[src/rtl/x_hazard_ctrl.sv]
// x_hazard_ctrl
// Execute-stage control for the pipelined RV32 core. Decodes the instruction
// held in X, keeps a short history of in-flight register producers and
// derives from them the operand forwarding selects, ALU source selects,
// branch/jump redirect, data-memory enables, load-use stall and a
// multi-cycle wrong-path flush. Two saturating perf counters track stalls
// and redirects.
//
// Ports
//   clk, reset_n          clock (rising edge) / asynchronous active-low reset
//   x_valid, x_inst       X holds a real instruction / its encoding
//   br_eq, br_lt          branch comparator results (signedness per br_un)
//   ext_stall             whole pipeline frozen by a memory wait
//   fwd_sel1, fwd_sel2    rs1/rs2 source: 0 = regfile, k = producer k cycles older
//   a_use_pc, b_use_imm   ALU operand A = PC / operand B = immediate
//   br_un                 comparator runs unsigned
//   pc_sel                redirect fetch to the ALU result
//   dmem_re, dmem_we      data memory read / write enable
//   stall                 load-use stall (hold F/D/X, inject bubble)
//   flush                 squash younger wrong-path instructions
//   stall_cnt             cycles spent in load-use stall
//   redirect_cnt          number of taken redirects
module x_hazard_ctrl #(
    parameter int NUM_FWD      = 2,
    parameter int LOAD_LAT     = 1,
    parameter int FLUSH_CYCLES = 1,
    parameter int CNT_W        = 32,
    localparam int FSW         = $clog2(NUM_FWD + 1)
) (
    input  logic             clk,
    input  logic             reset_n,
    input  logic             x_valid,
    input  logic [31:0]      x_inst,
    input  logic             br_eq,
    input  logic             br_lt,
    input  logic             ext_stall,
    output logic [FSW-1:0]   fwd_sel1,
    output logic [FSW-1:0]   fwd_sel2,
    output logic             a_use_pc,
    output logic             b_use_imm,
    output logic             br_un,
    output logic             pc_sel,
    output logic             dmem_re,
    output logic             dmem_we,
    output logic             stall,
    output logic             flush,
    output logic [CNT_W-1:0] stall_cnt,
    output logic [CNT_W-1:0] redirect_cnt
);

    localparam logic [6:0] OPC_R      = 7'b0110011;
    localparam logic [6:0] OPC_I      = 7'b0010011;
    localparam logic [6:0] OPC_LOAD   = 7'b0000011;
    localparam logic [6:0] OPC_STORE  = 7'b0100011;
    localparam logic [6:0] OPC_BRANCH = 7'b1100011;
    localparam logic [6:0] OPC_JAL    = 7'b1101111;
    localparam logic [6:0] OPC_JALR   = 7'b1100111;
    localparam logic [6:0] OPC_LUI    = 7'b0110111;
    localparam logic [6:0] OPC_AUIPC  = 7'b0010111;
    localparam logic [6:0] OPC_SYSTEM = 7'b1110011;

    localparam logic [2:0] FCNT_INIT = 3'(FLUSH_CYCLES);

    typedef enum logic {RUN = 1'b0, FLUSH = 1'b1} state_t;

    state_t state, state_nxt;
    logic [2:0] fcnt, fcnt_nxt;

    // Producer history: slot 0 is the instruction that left X last cycle.
    logic [NUM_FWD-1:0] hist_vld;
    logic [NUM_FWD-1:0] hist_ld;
    logic [4:0]         hist_rd [NUM_FWD];

    function automatic logic [CNT_W-1:0] sat_inc(input logic [CNT_W-1:0] v);
        return (&v) ? v : v + CNT_W'(1);
    endfunction

    // ------------------------------------------------------------------
    // Decode
    // ------------------------------------------------------------------
    logic [6:0] opcode;
    logic [2:0] funct3;
    logic [4:0] rd, rs1, rs2;
    logic       unused_funct7;

    assign opcode        = x_inst[6:0];
    assign funct3        = x_inst[14:12];
    assign rd            = x_inst[11:7];
    assign rs1           = x_inst[19:15];
    assign rs2           = x_inst[24:20];
    assign unused_funct7 = ^x_inst[31:25];

    // Anything not effective (invalid, flushing, or in reset) is a bubble.
    logic eff;
    assign eff = reset_n && x_valid && (state == RUN);

    logic is_r, is_i, is_load, is_store, is_branch, is_jal, is_jalr;
    logic is_lui, is_auipc, is_csr;

    assign is_r      = eff && (opcode == OPC_R);
    assign is_i      = eff && (opcode == OPC_I);
    assign is_load   = eff && (opcode == OPC_LOAD);
    assign is_store  = eff && (opcode == OPC_STORE);
    assign is_branch = eff && (opcode == OPC_BRANCH);
    assign is_jal    = eff && (opcode == OPC_JAL);
    assign is_jalr   = eff && (opcode == OPC_JALR);
    assign is_lui    = eff && (opcode == OPC_LUI);
    assign is_auipc  = eff && (opcode == OPC_AUIPC);
    // funct3 == 0 under SYSTEM is ECALL/EBREAK/xRET, which write nothing.
    assign is_csr    = eff && (opcode == OPC_SYSTEM) && (funct3 != 3'b000);

    logic writes_rd, reads_rs1, reads_rs2;
    assign writes_rd = is_r || is_i || is_load || is_jal || is_jalr ||
                       is_lui || is_auipc || is_csr;
    assign reads_rs1 = is_r || is_i || is_load || is_store || is_branch ||
                       is_jalr || (is_csr && (funct3 == 3'b001));
    assign reads_rs2 = is_r || is_store || is_branch;

    // ------------------------------------------------------------------
    // Forwarding and load-use detection
    // ------------------------------------------------------------------
    logic [FSW-1:0] sel1, sel2;
    logic           young1, young2;
    logic           use1, use2;

    always_comb begin
        sel1   = '0;
        sel2   = '0;
        young1 = 1'b0;
        young2 = 1'b0;
        // Walk from oldest to youngest so the youngest match wins.
        for (int j = NUM_FWD - 1; j >= 0; j--) begin
            if (hist_vld[j] && (hist_rd[j] == rs1)) begin
                sel1   = FSW'(j + 1);
                young1 = hist_ld[j] && (j < LOAD_LAT);
            end
            if (hist_vld[j] && (hist_rd[j] == rs2)) begin
                sel2   = FSW'(j + 1);
                young2 = hist_ld[j] && (j < LOAD_LAT);
            end
        end
    end

    assign use1  = reads_rs1 && (rs1 != 5'd0) && (sel1 != '0);
    assign use2  = reads_rs2 && (rs2 != 5'd0) && (sel2 != '0);
    assign stall = (use1 && young1) || (use2 && young2);

    assign fwd_sel1 = (use1 && !stall) ? sel1 : '0;
    assign fwd_sel2 = (use2 && !stall) ? sel2 : '0;

    // ------------------------------------------------------------------
    // Operand selects, memory, branch resolution
    // ------------------------------------------------------------------
    logic taken;

    always_comb begin
        taken = 1'b0;
        case (funct3)
            3'b000:         taken = br_eq;
            3'b001:         taken = !br_eq;
            3'b100, 3'b110: taken = br_lt;
            3'b101, 3'b111: taken = !br_lt;
            default:        taken = 1'b0;
        endcase
    end

    assign a_use_pc  = is_branch || is_jal || is_auipc;
    assign b_use_imm = eff && (opcode != OPC_R);
    assign br_un     = is_branch && ((funct3 == 3'b110) || (funct3 == 3'b111));
    assign dmem_re   = is_load && !stall;
    assign dmem_we   = is_store && !stall;
    // A stalled instruction is re-presented next cycle, so it must not redirect yet.
    assign pc_sel    = !stall && (is_jal || is_jalr || (is_branch && taken));

    // ------------------------------------------------------------------
    // History shift register
    // ------------------------------------------------------------------
    logic rec_vld;
    assign rec_vld = writes_rd && !stall && (rd != 5'd0);

    always_ff @(posedge clk or negedge reset_n) begin
        if (!reset_n) begin
            hist_vld <= '0;
        end else if (!ext_stall) begin
            hist_vld <= {hist_vld[NUM_FWD-1:0] << 1} | NUM_FWD'(rec_vld);
        end
    end

    // rd/is_load are only meaningful alongside hist_vld, so they carry no reset.
    always_ff @(posedge clk) begin
        if (!ext_stall) begin
            for (int i = NUM_FWD - 1; i > 0; i--) begin
                hist_rd[i] <= hist_rd[i-1];
                hist_ld[i] <= hist_ld[i-1];
            end
            hist_rd[0] <= rd;
            hist_ld[0] <= is_load;
        end
    end

    // ------------------------------------------------------------------
    // Flush FSM
    // ------------------------------------------------------------------
    always_ff @(posedge clk or negedge reset_n) begin
        if (!reset_n) begin
            state <= RUN;
            fcnt  <= 3'd0;
        end else begin
            state <= state_nxt;
            fcnt  <= fcnt_nxt;
        end
    end

    always_comb begin
        state_nxt = state;
        fcnt_nxt  = fcnt;
        if (!ext_stall) begin
            case (state)
                RUN: begin
                    if (pc_sel) begin
                        state_nxt = FLUSH;
                        fcnt_nxt  = FCNT_INIT;
                    end
                end
                FLUSH: begin
                    fcnt_nxt = fcnt - 3'd1;
                    if (fcnt == 3'd1) begin
                        state_nxt = RUN;
                    end
                end
                default: state_nxt = RUN;
            endcase
        end
    end

    always_comb begin
        flush = (state == FLUSH);
    end

    // ------------------------------------------------------------------
    // Perf counters
    // ------------------------------------------------------------------
    always_ff @(posedge clk or negedge reset_n) begin
        if (!reset_n) begin
            stall_cnt    <= '0;
            redirect_cnt <= '0;
        end else if (!ext_stall) begin
            if (stall) begin
                stall_cnt <= sat_inc(stall_cnt);
            end
            // pc_sel only asserts while in RUN, so this is the RUN->FLUSH edge.
            if (pc_sel) begin
                redirect_cnt <= sat_inc(redirect_cnt);
            end
        end
    end

endmodule

[config.mk]
export PLATFORM = sky130hd
export DESIGN_NAME = x_hazard_ctrl
export DESIGN_NICKNAME = d
export VERILOG_FILES = /design/src/rtl/x_hazard_ctrl.sv
export SDC_FILE = /design/constraint.sdc
export NUM_CORES = 1
export LEC_CHECK = 0
export ABC_AREA = 1
export CAP_MARGIN = 20
export CORE_MARGIN = 2
export CORE_UTILIZATION = 36
export CTS_CLUSTER_SIZE = 40
export DETAILED_ROUTE_END_ITERATION = 10
export SLEW_MARGIN = 20
export SYNTH_ARGS = -nofsm -noshare
export SYNTH_HDL_FRONTEND = slang
export SYNTH_SLANG_ARGS = --single-unit
export TNS_END_PERCENT = 100
[constraint.sdc]
create_clock -name clk -period 2.01 [get_ports clk]
set_input_delay 0.201 -clock clk [delete_from_list [all_inputs] [get_ports clk]]
set_output_delay 0.201 -clock clk [all_outputs]
set_load 0.02 [all_outputs]
==> metrics.md, run 1 <==
| Metric | Value |
|---|---|
| Yosys top cell area share | 29.7% |
| Status | finished, violations left |
| Setup-failing EPs final | 43 |
| Wirelength per Cell | 14.5 microns |
| Root Buffer Master | clkbuf_16 |
| Core Box Area | 15900 sq um |
| CP required | 1.81 ns |
| Pre-CTS setup slack | -0.624 ns |
| Flop-to-flop setup slack | -0.15 ns |
| Most frequent cells in the layout | nand2_1, inv_1, buf_4 |
| Setup CP Type | reg -> out |
| Final Wtd Congestion | 0.873 |
| Syn nets | 829 |
| Slew headroom | 55.5% |
| Vias post-DR | 5976 |
| R2R depth | 12 |
| Vias per cell | 4.83 |
| Synthesized area | slightly below 6000 sq um |
| Vias in the first global route | 5540 |
| Initial antenna violation count | 0 |
| Fin util | a little under three fifths |
| Final Max Slew Viols | 0 |
| Worst-Margin Slew | 0.667 ns |
| FP Rows | 46 |
| Final ANT Viol Nets | 0 |
| Die Height | 132 microns |
| Crit path time final | 2.17 ns |
| Final hold vios | 0 |
| Congestion Overflow GR | 0 |
| Hold WS | 0.0246 ns |
| Startpoint types | flip-flop |
| Clk buf depth | 2 |
| Worst r2r src | hist_rd[0][3] |
| Synth async-reset ratio | a little under 90% |
| Reg clk slew, reported paths | 0.07 ns |
| Final Cycle Share | 108% |
| Post-synthesis sequential area ratio | 35.3% |
| Ranking of synthesized cells by area | dfrtp_1, nand2_1, inv_1 |
| CTS tree | yes |
| Remaining DRCs | 0 |
| Cell total after placement | 1191 |
| Layout Area Growth over Synthesis | 53.7% |
| Layout Skew | 0.0103 ns |
| Mean post-synth cell area | roughly 7.5 sq um |
| GRT Overall Usage | a little under a fifth |
| Ports | 114 |
| Register bit count reported by yosys | 81 |
| WL final | ~18 mm |
| 1st-iter DRT viols | 335 |
| # diodes | 0 |
| Largest net degree at the start of global routing | 51 |
| Die area | around 17000 sq um |
| Worst hold path type | in -> async |
| Synth area leader | dfrtp_1 |
| Nets | 1059 |
| Violated checks | setup timing |
| Post-synth EDFFs | 11 |
| Crit path max fanout | 8 |
| F_max | 462 MHz |
| Unrepaired setup endpoints after global routing | yes |
| CP endpoint kind | output pin |
| Post-DP Area | 7850 sq um |
| First-pass GRT wire length | 27.3 mm |
| Final setup margin | -0.156 ns |
| Finished Layout Cells | around 1200 |
| FF-to-FF End | stall_cnt[29] |
| Die W | 132 microns |
| Final instance area | approximately 9100 sq um |
| Total negative slack | -4.33 ns |
| Worst path arrival time | 1.97 ns |
| First-pass DRT Iterations | 5 |
| Fillcell total | 1451 |
| VDD IR-drop max | ~0.4 mV |
| PwrDens | 444 nW/um^2 |
| Yosys warns | 0 |
| Max Cap Viol | 0 |
| Initial Utilization | between 30% and 40% |
| I/O Buffers | 106 |
| Cell count after synthesis | 787 |
| CTS Buf Count | 9 |
| Number of distinct library cells after synthesis | 43 |
| H-tree levels | 3 |
| Most common cell after layout, fill and taps aside | nand2_1 |
| Sink Count | 81 |
| Synth Flop Type | dfrtp_1 |
| Fraction of layout cells with a size suffix above 1 | 30.1% |
| Overall power | 4.02 mW |
| Clock insertion delay at the later pin of the skew report | roughly 0.35 ns |
| HPWL after DPL | 12.4 mm |
| Pleak | roughly 4.2 nW |
routing by layer:
| metal | global-route usage [%] | share of wire [%] | vias to the layer above |
|---|---|---|---|
| li1 | - | - | 2983 |
| met5 | 0 | 0 | - |
| met4 | 5.19 | 2.2 | 0 |
| met1 | 26.5 | 46 | 2812 |
| met2 | 30.7 | 47 | 151 |
| met3 | 3.69 | 5.0 | 30 |
where the power goes:
group / switching, mW / leakage (nW) / internal [mW]
sequential: 0.0522 / 0.910 / 1.72
clock: 0.722 / 0.137 / 0.961
combinational: 0.297 / 3.16 / 0.269
total: 1.07 / 4.20 / 2.95
how the worst max path moves through the flow:
stage	cells after the start	end	start
after global placement	12	fwd_sel1[0]	x_inst[22]
after floorplan	10	dmem_re	flush
after global routing	11	fwd_sel1[0]	hist_rd[0][3]
after detailed placement	10	fwd_sel2[0]	x_inst[22]
after CTS	11	fwd_sel1[0]	hist_rd[0][4]
final	11	fwd_sel1[0]	hist_rd[0][3]
timing repair:
item / 4_1_cts / 5_1_grt
buffers inserted: 7 / 11
gates cloned: 1 / 13
resized for setup: 65 / 126
pin swaps: 13 / 40
endpoints found under the setup margin: 42 / 78
endpoints found under the hold margin: 20 / 0
hold buffers: 1 / 0
kinds of logic after synthesis:
family                   Yosys count  synth area share [%]
buffers and inverters            158                  12.1
AO/OA/AOI/OAI                     82                  10.1
adder cells (fa/ha/maj)            4                 0.849
flip-flops                        81                  35.3
XOR/XNOR                          42                  6.37
AND/OR/NAND/NOR                  420                  35.3
synth_stat cells, types with 2 or more instances:
cell type / number
nor2_4: 3
nor4_1: 11
xor2_1: 33
nand3_2: 23
nand4_1: 18
inv_2: 8
o21ai_0: 11
edfxtp_1: 11
o21ai_2: 24
ha_1: 4
nand2_2: 4
buf_6: 6
inv_1: 135
nand2_1: 190
buf_12: 2
nor3b_1: 3
clkbuf_1: 2
nor2_1: 76
a21oi_1: 6
o21ai_1: 5
nor3_2: 3
o21bai_1: 32
nand4_4: 2
nor2_2: 5
xnor2_1: 8
nor3_1: 29
or2_2: 3
nand3_4: 3
dfrtp_1: 70
nand3_1: 43
buf_8: 2
worst max-delay path: stages, from the launching register on:
cell and delay [ns]:
edfxtp_1 0.44, buf_4 0.17, xor2_1 0.15, nor2_1 0.12
nand3_2 0.14, nor2_4 0.12, nand2_4 0.08, nand2_8 0.10
nor2_1 0.05, nand2_1 0.06, inv_1 0.04, buf_2 0.15
layout make-up:
cell class              instances  area [sq um]  share of cell area [%]
multi-input cells             549          3590                    39.6
repair buffers                231          2260                    25.0
flip-flops and latches         81          2090                    23.0
inverters                     145           558                    6.16
well taps                     216           270                    2.98
clock buffers                   9           225                    2.49
clock inverters                 7          70.1                   0.773
state kept, by name, summed over array words and instances, names as in the netlist:
signal and cells:
redirect_cnt 32, stall_cnt 32, hist_rd 10, fcnt 3, hist_vld 2, flush 1, hist_ld 1
(Power assumes the default switching activity.)
==> run 2: changes to the inputs <==
--- a/config.mk
+++ b/config.mk
@@ -9,7 +9,6 @@
 export CAP_MARGIN = 20
 export CORE_MARGIN = 2
 export CORE_UTILIZATION = 36
-export CTS_CLUSTER_SIZE = 40
 export DETAILED_ROUTE_END_ITERATION = 10
 export SLEW_MARGIN = 20
 export SYNTH_ARGS = -nofsm -noshare
==> results of run 2 <==
The final DEF is identical to that of run 1; final timing and power are the same.
